## src/rtl/keypad_code_entry.sv

```systemverilog
// Keypad front end: sync/debounce four buttons and assemble a code for the lock.
// Build option ENTRY_TIMEOUT_EN adds an idle timeout that discards partial entries.
module keypad_code_entry #(
  parameter int CODE_WIDTH      = 4,
  parameter int DEBOUNCE_CYCLES = 20000,
  parameter int TIMEOUT_CYCLES  = 50000000
) (
  input  logic                              clk,
  input  logic                              reset,
  input  logic                              btn_zero,
  input  logic                              btn_one,
  input  logic                              btn_enter,
  input  logic                              btn_clear,
  output logic [CODE_WIDTH-1:0]             password,
  output logic                              open,
  output logic [$clog2(CODE_WIDTH+1)-1:0]   digit_count,
  output logic                              entry_err,
  output logic                              entry_timeout
);

  localparam int CNT_W = $clog2(CODE_WIDTH+1);
  localparam int DB_W  = $clog2(DEBOUNCE_CYCLES);
  localparam logic [DB_W-1:0] DB_MAX = DB_W'(DEBOUNCE_CYCLES-1);
  localparam logic [CNT_W-1:0] FULL_CNT = CNT_W'(CODE_WIDTH);

  typedef enum logic [1:0] {
    IDLE,
    ENTRY,
    FULL,
    SUBMIT
  } state_t;

  state_t state, state_n;

  logic [3:0] raw;
  logic [3:0] sync1;
  logic [3:0] sync2;
  logic [3:0] deb;
  logic [3:0] deb_q;
  logic [3:0] ev;
  logic [DB_W-1:0] db_cnt [4];

  logic [CODE_WIDTH-1:0] code, code_n;
  logic [CODE_WIDTH-1:0] pw_n;
  logic [CNT_W-1:0]      count_n;
  logic                  open_n;
  logic                  err_n;
  logic                  digit_ev;
  logic                  tmo_hit;

  assign raw = {btn_clear, btn_enter, btn_one, btn_zero};

  always_ff @(posedge clk) begin
    if (reset) begin
      sync1 <= '0;
      sync2 <= '0;
      deb   <= '0;
      deb_q <= '0;
      for (int i = 0; i < 4; i++) begin
        db_cnt[i] <= '0;
      end
    end else begin
      sync1 <= raw;
      sync2 <= sync1;
      deb_q <= deb;
      for (int i = 0; i < 4; i++) begin
        if (sync2[i] == deb[i]) begin
          db_cnt[i] <= '0;
        end else if (db_cnt[i] == DB_MAX) begin
          db_cnt[i] <= '0;
          deb[i]    <= ~deb[i];
        end else begin
          db_cnt[i] <= db_cnt[i] + 1'b1;
        end
      end
    end
  end

  // one-cycle press events; bit order: 0=zero 1=one 2=enter 3=clear
  assign ev       = deb & ~deb_q;
  assign digit_ev = ev[0] ^ ev[1];

`ifdef ENTRY_TIMEOUT_EN
  localparam int TO_W = $clog2(TIMEOUT_CYCLES);
  localparam logic [TO_W-1:0] TO_MAX = TO_W'(TIMEOUT_CYCLES-1);

  logic [TO_W-1:0] idle_cnt;
  logic            active;

  assign active  = (state == ENTRY) || (state == FULL);
  assign tmo_hit = active && !(|ev) && (idle_cnt == TO_MAX);

  always_ff @(posedge clk) begin
    if (reset) begin
      idle_cnt      <= '0;
      entry_timeout <= 1'b0;
    end else begin
      entry_timeout <= tmo_hit;
      if (!active || (|ev) || tmo_hit) begin
        idle_cnt <= '0;
      end else begin
        idle_cnt <= idle_cnt + 1'b1;
      end
    end
  end
`else
  logic unused_timeout;

  assign unused_timeout = (TIMEOUT_CYCLES < 2);
  assign tmo_hit        = 1'b0;
  assign entry_timeout  = 1'b0;
`endif

  always_ff @(posedge clk) begin
    if (reset) begin
      state       <= IDLE;
      code        <= '0;
      digit_count <= '0;
      password    <= '0;
      open        <= 1'b0;
      entry_err   <= 1'b0;
    end else begin
      state       <= state_n;
      code        <= code_n;
      digit_count <= count_n;
      password    <= pw_n;
      open        <= open_n;
      entry_err   <= err_n;
    end
  end

  always_comb begin
    state_n = state;
    code_n  = code;
    count_n = digit_count;
    pw_n    = password;
    open_n  = 1'b0;
    err_n   = 1'b0;
    unique case (state)
      IDLE: begin
        if (ev[3]) begin
          state_n = IDLE;
        end else if (ev[2]) begin
          err_n = 1'b1;
        end else if (digit_ev) begin
          code_n  = {code[CODE_WIDTH-2:0], ev[1]};
          count_n = CNT_W'(1);
          state_n = ENTRY;
        end
      end
      ENTRY: begin
        if (ev[3] || ev[2] || tmo_hit) begin
          err_n   = ev[2] && !ev[3];
          code_n  = '0;
          count_n = '0;
          state_n = IDLE;
        end else if (digit_ev) begin
          code_n  = {code[CODE_WIDTH-2:0], ev[1]};
          count_n = digit_count + CNT_W'(1);
          if (count_n == FULL_CNT) begin
            state_n = FULL;
          end
        end
      end
      FULL: begin
        if (ev[3] || (tmo_hit && !ev[2])) begin
          code_n  = '0;
          count_n = '0;
          state_n = IDLE;
        end else if (ev[2]) begin
          pw_n    = code;
          open_n  = 1'b1;
          state_n = SUBMIT;
        end
      end
      SUBMIT: begin
        code_n  = '0;
        count_n = '0;
        state_n = IDLE;
      end
      default: begin
        code_n  = '0;
        count_n = '0;
        state_n = IDLE;
      end
    endcase
  end

endmodule

```

## config.mk

```make
export PLATFORM = sky130hd
export DESIGN_NAME = keypad_code_entry
export DESIGN_NICKNAME = d
export VERILOG_FILES = /design/src/rtl/keypad_code_entry.sv
export SDC_FILE = /design/constraint.sdc
export NUM_CORES = 1
export LEC_CHECK = 0
export BUFFER_PORTS_ARGS = -buffer_cell sky130_fd_sc_hd__buf_2
export CAP_MARGIN = 20
export CORE_UTILIZATION = 29
export DETAILED_ROUTE_END_ITERATION = 6
export HOLD_SLACK_MARGIN = 0.03
export PLACE_DENSITY = 0.54
export SYNTH_ARGS = -nofsm -noshare
export SYNTH_HDL_FRONTEND = slang
export SYNTH_SLANG_ARGS = --single-unit
```

## constraint.sdc

```tcl
create_clock -name clk -period 5.3 [get_ports clk]
set_input_delay 0.795 -clock clk [delete_from_list [all_inputs] [get_ports clk]]
set_output_delay 0.795 -clock clk [all_outputs]
set_load 0.02 [all_outputs]
```

==> results.yml, run 1 <==
cts:
  post_cts_buffers: 0
  insertion_delay_ns: 0.34
  cts_tree: "built"
  clock_path_buffers: 2
  cts_htree_levels: 3
  root_buffer: "clkbuf_16"
  cts_resized: 0
  clkSinkCount: 91
  numCtsBuffers: 9
  clkTransAtPathRegs_ns: 0.06
  cts_hold_buffers: 0
timing:
  setup_viol: 0
  fin_setup_tns_ns: 0
  finClkSkew_ns: 0.00569
  fmaxAchievable_mhz: 507
  hold_viol: 0
  post-route-period-util_pct: 37.2
  slew_viol_final: 0
  layout_setup_ws_ns: 3.33
  holdWs_ns: 0.437
  slew_headroom_pct: 62.3
  tightest_slew_ns: 0.566
  min_period_ns: 1.97
  grt_setup_unrepaired: "no"
power_and_ir_drop:
  power_density_nw_per_um2: 284
  irDropWorstVdd_mv: 0.133
  internal_power_mw: 1.13
  p_leak_nw: 1.87
  p_clk_share_pct: 41.6
  switchingPower_uw: 323
  combPwrFrac_pct: 3.3
  seqPwrFrac_pct: 55.1
  swShare_pct: 22.3
logic_synthesis:
  netlist_area_um2: 4360
  synth_ff_type: "edfxtp_1"
  synth_edf_count: 60
  ys_ff_latch: 91
  async_flop_share_pct: 0
  synthCells: 407
  yosysWarnings: 0
  syn_avg_cell_area_um2: 10.7
  synth_cell_type_count: 46
  ys_seq_area_share_pct: 55.6
detailed_routing:
  routed_wl_mm: 7.01
  viasPerCell: 4.25
  vias: 2853
  ant_nets: 0
  firstDrtPassIters: 4
  drc_errors: 0
  first_iter_violations: 244
  post_drt_wl_per_cell_um: 10.4
placed_design:
  dp_hpwl_mm: 4.97
  portBuffers: 14
  gp_congestion: 0.749
  preCtsSetupSlack_ns: 2.96
cells_and_area:
  drive_gt1_share_pct: 8.21
  layout.nets: 494
  area_growth_syn_to_layout_pct: 17.4
grt:
  grt_max_degree: 32
  overflow: 0
  grt_pass1_wl_mm: 12.5
  grt_pass1_vias: 2695
  antenna_found_initial: 1
  gr-usage-all-layers_pct: 9.93
worst_setup_path:
  path_class: "reg -> reg"
  worstSetupEndpointType: "register"
  cpPeakStageDelay_ns: 0.44
  worstPathRequired_ns: 5.37
  critPathArrivalTime_ns: 2.04
  cpMaxStageDelayCell: "edfxtp_1"
  crit_family: "simple AND/OR/NAND/NOR gates"
  path_cells: "ha_1, inv_1, nor4_1, nand4b_1, nand2b_1, nor2_1"
  worst-path-buf-inv: 1
  cp_max_fo: 13
  cp-start-kind: "register"
floorplan:
  rows: 44
  die_w_um: 125
  coreArea_um2: 14600
  num_io_pins: 16
  die-area_um2: 15500
  die_h_um: 125
  start_util_pct: 29.9
outcome:
  status: "completed"
min_path:
  hold_path_class: "reg -> reg"
run:
  maxCapViolations: 0
## power groups by stage
| stage | sequential, mW | combinational [mW] | clock [mW] |
|---|---|---|---|
| 6_report | 0.800 | 0.0472 | 0.604 |
| 3_5_place_dp | 0.816 | 0.0468 | 0 |
| 3_3_place_gp | 0.815 | 0.0464 | 0 |
| 2_1_floorplan | 0.810 | 0.0404 | 0 |
| 4_1_cts | 0.800 | 0.0471 | 0.621 |
| 5_1_grt | 0.803 | 0.0557 | 0.649 |
## cell families (layout without fill, tap and decap cells)
logic type | count (synthesis) | after routing | synth area share, %
fa+ha+maj | 6 | 6 | 1.72
mux | 10 | 10 | 2.38
xor+xnor | 59 | 59 | 11.9
buf+inv | 15 | 36 | 1.52
other cells | 2 | 62 | 0.172
simple gates | 210 | 210 | 24.4
compound gates | 14 | 14 | 2.41
flops | 91 | 91 | 55.6
## Yosys cell counts, types with 3 or more instances
cell type / number / area (um^2)
ha_1: 6 / 75.1
nor2_1: 84 / 315
clkbuf_1: 3 / 11.3
and4_1: 4 / 35.0
inv_1: 6 / 22.5
and3_1: 5 / 31.3
nor4_1: 3 / 18.8
nor4b_1: 4 / 35.0
buf_2: 5 / 25.0
nand2b_1: 8 / 50.1
edfxtp_1: 60 / 1800
nand4_1: 14 / 87.6
xor2_1: 29 / 254
nor2b_1: 14 / 87.6
nor3_1: 16 / 80.1
mux2i_1: 9 / 90.1
xnor2_1: 30 / 263
nand2_1: 25 / 93.8
dfxtp_1: 31 / 621
a22o_1: 4 / 35.0
nand3_1: 18 / 90.1
## metrics by stage
stage | cells | utilization [%] | cell area [um^2] | total power, mW
3_5_place_dp | 655 | 33.2 | 4840 | 0.862
6_report | 672 | 35.1 | 5120 | 1.45
5_1_grt | 671 | 35.1 | 5110 | 1.51
2_1_floorplan | 466 | - | 4580 | 0.850
4_1_cts | 671 | 35.1 | 5110 | 1.47
3_3_place_gp | 655 | 33.2 | 4840 | 0.861
## registers in the layout (all words and copies together), names as in the netlist
signal       flops
deb_q            4
entry_err        1
db_cnt          60
state            2
open             1
sync2            4
digit_count      3
deb              4
sync1            4
password         4
code             4
## layer usage
metal	track usage, %	part of all wire, %	vias up
met2	14.6	42	24
met4	6.17	2.5	0
met3	2.15	2.9	11
li1	-	-	1512
met1	13.2	52	1306
met5	0	0	-
## worst paths after layout
path	cells past startpoint	slack, ns	endpoint	from
max	6	3.33	db_cnt[0][8]	db_cnt[0][0]
min	1	0.44	sync2[1]	sync1[1]
max reg2reg	6	3.33	db_cnt[0][8]	db_cnt[0][0]
min reg2reg	1	0.44	sync2[1]	sync1[1]
## final cells by class
class / instances / area, um^2
multi-input cells: 360 / 2090
diodes: 1 / 2.50
flip-flops and latches: 91 / 2420
clock inverters: 6 / 38.8
well taps: 184 / 230
inverters: 6 / 22.5
repair buffers: 14 / 70.1
clock buffers: 10 / 239
fillers: 1456 / 9470
## layout by cell type (no fill, tap or decap), types with 6 or more instances in the layout
cell type and n:
nor2_1 84, conb_1 61, edfxtp_1 60, dfxtp_1 31, xnor2_1 30, xor2_1 29, nand2_1 25, nand3_1 18
nor3_1 16, nor2b_1 14, nand4_1 14, buf_2 14, mux2i_1 9, clkbuf_16 9, nand2b_1 8, inv_1 6
ha_1 6
Power figures use the tool's default switching activity.
==> run 2: changes to the inputs <==
==> constraint.sdc (replaced) <==
create_clock -name clk -period 1.9 [get_ports clk]
set_input_delay 0.285 -clock clk [delete_from_list [all_inputs] [get_ports clk]]
set_output_delay 0.285 -clock clk [all_outputs]
set_load 0.02 [all_outputs]
==> run 2 against run 1 <==
Against the previous run:
- non-clock buffer count up 13
- worst hold slack got worse by 0.28 ns
- sequential power rose to 2.8 times the previous value
- via count is 1.8% higher
- clock power grew to 2.7 times the previous value
- critical endpoint is now db_cnt[0][11]
- first-iteration DRC count fell by 34%
- cell area up 1.7%
- largest power group unchanged
==> results.yml, run 2 (synthesized netlist as in run 1, its figures left out) <==
worst_setup_path:
  worstPathRequired_ns: 1.99
  cp_max_fo: 13
  worstSetupEndpointType: "register"
  critPathArrivalTime_ns: 1.80
  path_class: "reg -> reg"
  r2r_cells: 7
  cp-start-kind: "register"
cells_and_area:
  regMostFlops: "db_cnt"
  final_cell_mix: "nor2_1 (84), conb_1 (61), edfxtp_1 (60)"
  layout.nets: 507
  fin_area_um2: 5200
  insertedDiodeCount: 0
  final_common_cell: "nor2_1"
  area_growth_syn_to_layout_pct: 19.4
  drive_gt1_share_pct: 10.0
  largest_reg_flops: 60
timing:
  setup_viol: 0
  grt_setup_unrepaired: "no"
  fmaxAchievable_mhz: 583
  min_period_ns: 1.71
  slew_viol_final: 0
  holdWs_ns: 0.161
  fin_setup_tns_ns: 0
  hold_viol: 0
  finClkSkew_ns: 0.00358
  post-route-period-util_pct: 90.2
detailed_routing:
  firstDrtPassIters: 4
  ant_nets: 0
  post_drt_wl_per_cell_um: 10.2
  viasPerCell: 4.24
  drc_errors: 0
  first_iter_violations: 161
  routed_wl_mm: 7.00
  vias: 2903
power_and_ir_drop:
  irDropWorstVdd_mv: 0.477
  power_density_nw_per_um2: 773
  p_leak_nw: 1.92
  power_mw: 4.02
grt:
  grt_pass1_wl_mm: 12.4
  gr-usage-all-layers_pct: 9.77
  overflow: 0
  grt_max_degree: 21
  antenna_found_initial: 0
  grt_pass1_vias: 2725
cts:
  clkSinkCount: 91
  numCtsBuffers: 9
  cts_tree: "built"
  insertion_delay_ns: 0.33
  clock_path_buffers: 2
  cts_hold_buffers: 0
  clkTransAtPathRegs_ns: 0.06
  cts_resized: 0
  root_buffer: "clkbuf_16"
  cts_htree_levels: 3
floorplan:
  die-area_um2: 15500
  die_w_um: 125
  start_util_pct: 29.9
  die_h_um: 125
  num_io_pins: 16
  coreArea_um2: 14600
  rows: 44
placed_design:
  dpl_cell_area_um2: 4930
  gp_congestion: 0.748
  dp_hpwl_mm: 5.12
  portBuffers: 14
outcome:
  status: "completed"
run:
  maxCapViolations: 0
min_path:
  hold_path_class: "in -> reg"
  whs_path_depth: 2
==> run 2: final timing paths <==
kind | endpoint | slack (ns) | start
setup reg to reg | db_cnt[0][11] | 0.19 | db_cnt[0][1]
hold / removal | sync1[2] | 0.16 | btn_enter
setup / recovery | db_cnt[0][11] | 0.19 | db_cnt[0][1]
hold reg to reg | sync2[0] | 0.44 | sync1[0]
==> run 2: per-layer routing <==
metal	global-route usage (%)	share of wire [%]	vias up	wire length, um
met3	1.46	2.1	12	150
met2	14.5	42	25	2950
met5	0	0	-	0
met1	13.2	53	1333	3700
met4	6.38	2.8	0	195
li1	-	-	1533	-
==> run 2: final cells by class <==
type | instances | area [um^2]
fill | 1441 | 9390
sequential | 91 | 2420
multi-input combinational | 360 | 2090
clock buffer | 14 | 258
tap | 184 | 230
timing repair buffer | 27 | 168
inverter | 6 | 22.5
clock inverter | 2 | 11.3
==> run 2: power by group <==
group / switching, mW / internal [mW]
combinational: 0.0842 / 0.0652
sequential: 0.0579 / 2.17
clock: 0.704 / 0.938
==> run 2: stage by stage <==
stage	instances	util, %	worst slack [ns]
after CTS	683	35.6	0.157
after floorplan	466	-	0.216
after detailed placement	667	33.8	0.157
final	684	35.7	0.186
after global placement	667	33.8	0.202
after global routing	684	35.7	0.00532
==> run 2: what timing repair did <==
action                                  in CTS  in global routing
endpoints found under the setup margin       0                 13
hold endpoints to repair                     0                  0
setup buffers                                0                  1
==> run 2: critical path, stage by stage, from the launching register on <==
cell and delay, ns:
edfxtp_1 0.35, ha_1 0.21, inv_1 0.09, nor4_1 0.24, nand4b_1 0.20, nand2b_1 0.12, buf_4 0.19, nor2_1 0.07
==> run 3: changes to the inputs <==
--- a/config.mk
+++ b/config.mk
@@ -7,6 +7,7 @@
 export LEC_CHECK = 0
 export BUFFER_PORTS_ARGS = -buffer_cell sky130_fd_sc_hd__buf_2
 export CAP_MARGIN = 20
+export CORE_ASPECT_RATIO = 1.5
 export CORE_UTILIZATION = 29
 export DETAILED_ROUTE_END_ITERATION = 6
 export HOLD_SLACK_MARGIN = 0.03
==> run 3 against run 2 <==
Against the previous run:
- clock skew is 0.0029 ns higher
- wire length is 3.5% higher
- worst setup slack worse by 0.0046 ns
- clock power is 12% higher
- first-iteration DRC count is 54% lower
- core utilization is 0.55 points higher
- power is 4.9% higher
- fmax is 0.27% lower
==> results.yml, run 3 (synthesized netlist as in run 1, its figures left out) <==
floorplan:
  die-area_um2: 15500
  rows: 54
  die_w_um: 102
  die_h_um: 152
  start_util_pct: 29.9
  coreArea_um2: 14600
  num_io_pins: 16
worst_setup_path:
  worstSetupEndpointType: "register"
  cp_max_fo: 4
  cp-startpoint: "db_cnt[2][0]"
  crit_end: "db_cnt[2][14]"
  path_class: "reg -> reg"
  cp-start-kind: "register"
  r2r-end: "db_cnt[2][14]"
  r2r_start: "db_cnt[2][0]"
  r2r_cells: 6
  r2r_setup_slack_ns: 0.18
  critPathArrivalTime_ns: 1.81
  worstPathRequired_ns: 1.99
cts:
  cts_tree: "built"
  insertion_delay_ns: 0.34
  cts_htree_levels: 3
  clkTransAtPathRegs_ns: 0.07
  numCtsBuffers: 9
  cts_hold_buffers: 0
  clkSinkCount: 91
  root_buffer: "clkbuf_16"
  clock_path_buffers: 2
cells_and_area:
  area_growth_syn_to_layout_pct: 21.3
  fill_cells: 1518
  utilization_pct: 36.2
  drive_gt1_share_pct: 11.0
  regMostFlops: "db_cnt"
  largest_reg_flops: 60
  insertedDiodeCount: 0
  final_common_cell: "nor2_1"
  layout.nets: 507
  final_cell_mix: "nor2_1 (83), conb_1 (61), edfxtp_1 (60)"
timing:
  slew_viol_final: 0
  hold_viol: 0
  fin_setup_tns_ns: 0
  grt_setup_unrepaired: "no"
  min_period_ns: 1.72
  setup_viol: 0
  post-route-period-util_pct: 90.5
  finClkSkew_ns: 0.00647
  fmaxAchievable_mhz: 582
power_and_ir_drop:
  p_leak_nw: 1.95
  power_mw: 4.22
  irDropWorstVdd_mv: 0.378
  power_density_nw_per_um2: 798
detailed_routing:
  viasPerCell: 4.21
  firstDrtPassIters: 4
  ant_nets: 0
  post_drt_wl_per_cell_um: 10.4
  first_iter_violations: 74
  drc_errors: 0
  vias: 2933
  routed_wl_mm: 7.25
grt:
  grt_pass1_vias: 2904
  antenna_found_initial: 0
  overflow: 0
  grt_pass1_wl_mm: 12.6
  gr-usage-all-layers_pct: 10.5
  grt_max_degree: 19
placed_design:
  dp_hpwl_mm: 5.33
  gp_congestion: 0.780
  portBuffers: 14
outcome:
  status: "completed"
min_path:
  hold_path_class: "in -> reg"
run:
  maxCapViolations: 0
[run 3: cell count changes in the layout (fill, tap and decap cells not counted), sizes merged]
cell,before,now
bufinv,0,1
clkbuf,14,9
clkinvlp,0,1
inv,7,10
[run 3: repair_timing]
action	in CTS	in global routing
resized for setup	0	2
setup endpoints to repair	0	27
buffers inserted	0	2
[run 3: metrics by stage]
stage / setup slack (ns) / area (um^2) / hold WS (ns) / cells
final: 0.181 / 5290 / 0.143 / 696
after global routing: 0.0117 / 5290 / 0.139 / 696
after CTS: 0.126 / 5270 / 0.128 / 694
after detailed placement: 0.137 / 4960 / 0.441 / 678
after global placement: 0.163 / 4960 / 0.430 / 678
after floorplan: 0.216 / 4580 / 0.413 / 466
[run 3: area by class of cell]
type	count	area, um^2	share of cell area, %
repair buffers	27	193	3.64
inverters	6	22.5	0.426
clock buffers	9	225	4.26
well taps	196	245	4.64
multi-input cells	360	2100	39.7
flip-flops and latches	91	2420	45.8
clock inverters	7	81.3	1.54
[run 3: worst max-delay path, cell delays in order (launching register included)]
cell and delay, ns:
edfxtp_1 0.39, ha_1 0.21, and4_1 0.24, nand3_1 0.13, nor4_1 0.26, xnor2_1 0.17
nor2_1 0.06
[run 3: how the worst min path moves through the flow]
stage | start | endpoint | slack, ns | cells after the start
6_report | btn_clear | sync1[3] | 0.14 | 2
2_1_floorplan | btn_zero | sync1[0] | 0.41 | 1
3_5_place_dp | sync1[3] | sync2[3] | 0.44 | 1
5_1_grt | btn_clear | sync1[3] | 0.14 | 2
4_1_cts | btn_clear | sync1[3] | 0.13 | 2
3_3_place_gp | sync1[3] | sync2[3] | 0.43 | 1
[run 3: report_power, final]
group	total [mW]	switching, mW	internal [mW]	leakage [nW]
registers	2.23	0.0566	2.17	0.870
clock network	1.84	0.796	1.04	0.147
logic	0.154	0.0860	0.0681	0.929
[run 3: layer usage]
metal | GRT usage, % | vias to the layer above | part of all wire [%] | routed length, um
met1 | 11.8 | 1363 | 45 | 3240
met5 | 0 | - | 0 | 0
met3 | 1.93 | 12 | 1.6 | 115
met4 | 6.80 | 0 | 2.9 | 213
li1 | - | 1537 | - | -
met2 | 17.8 | 21 | 51 | 3670
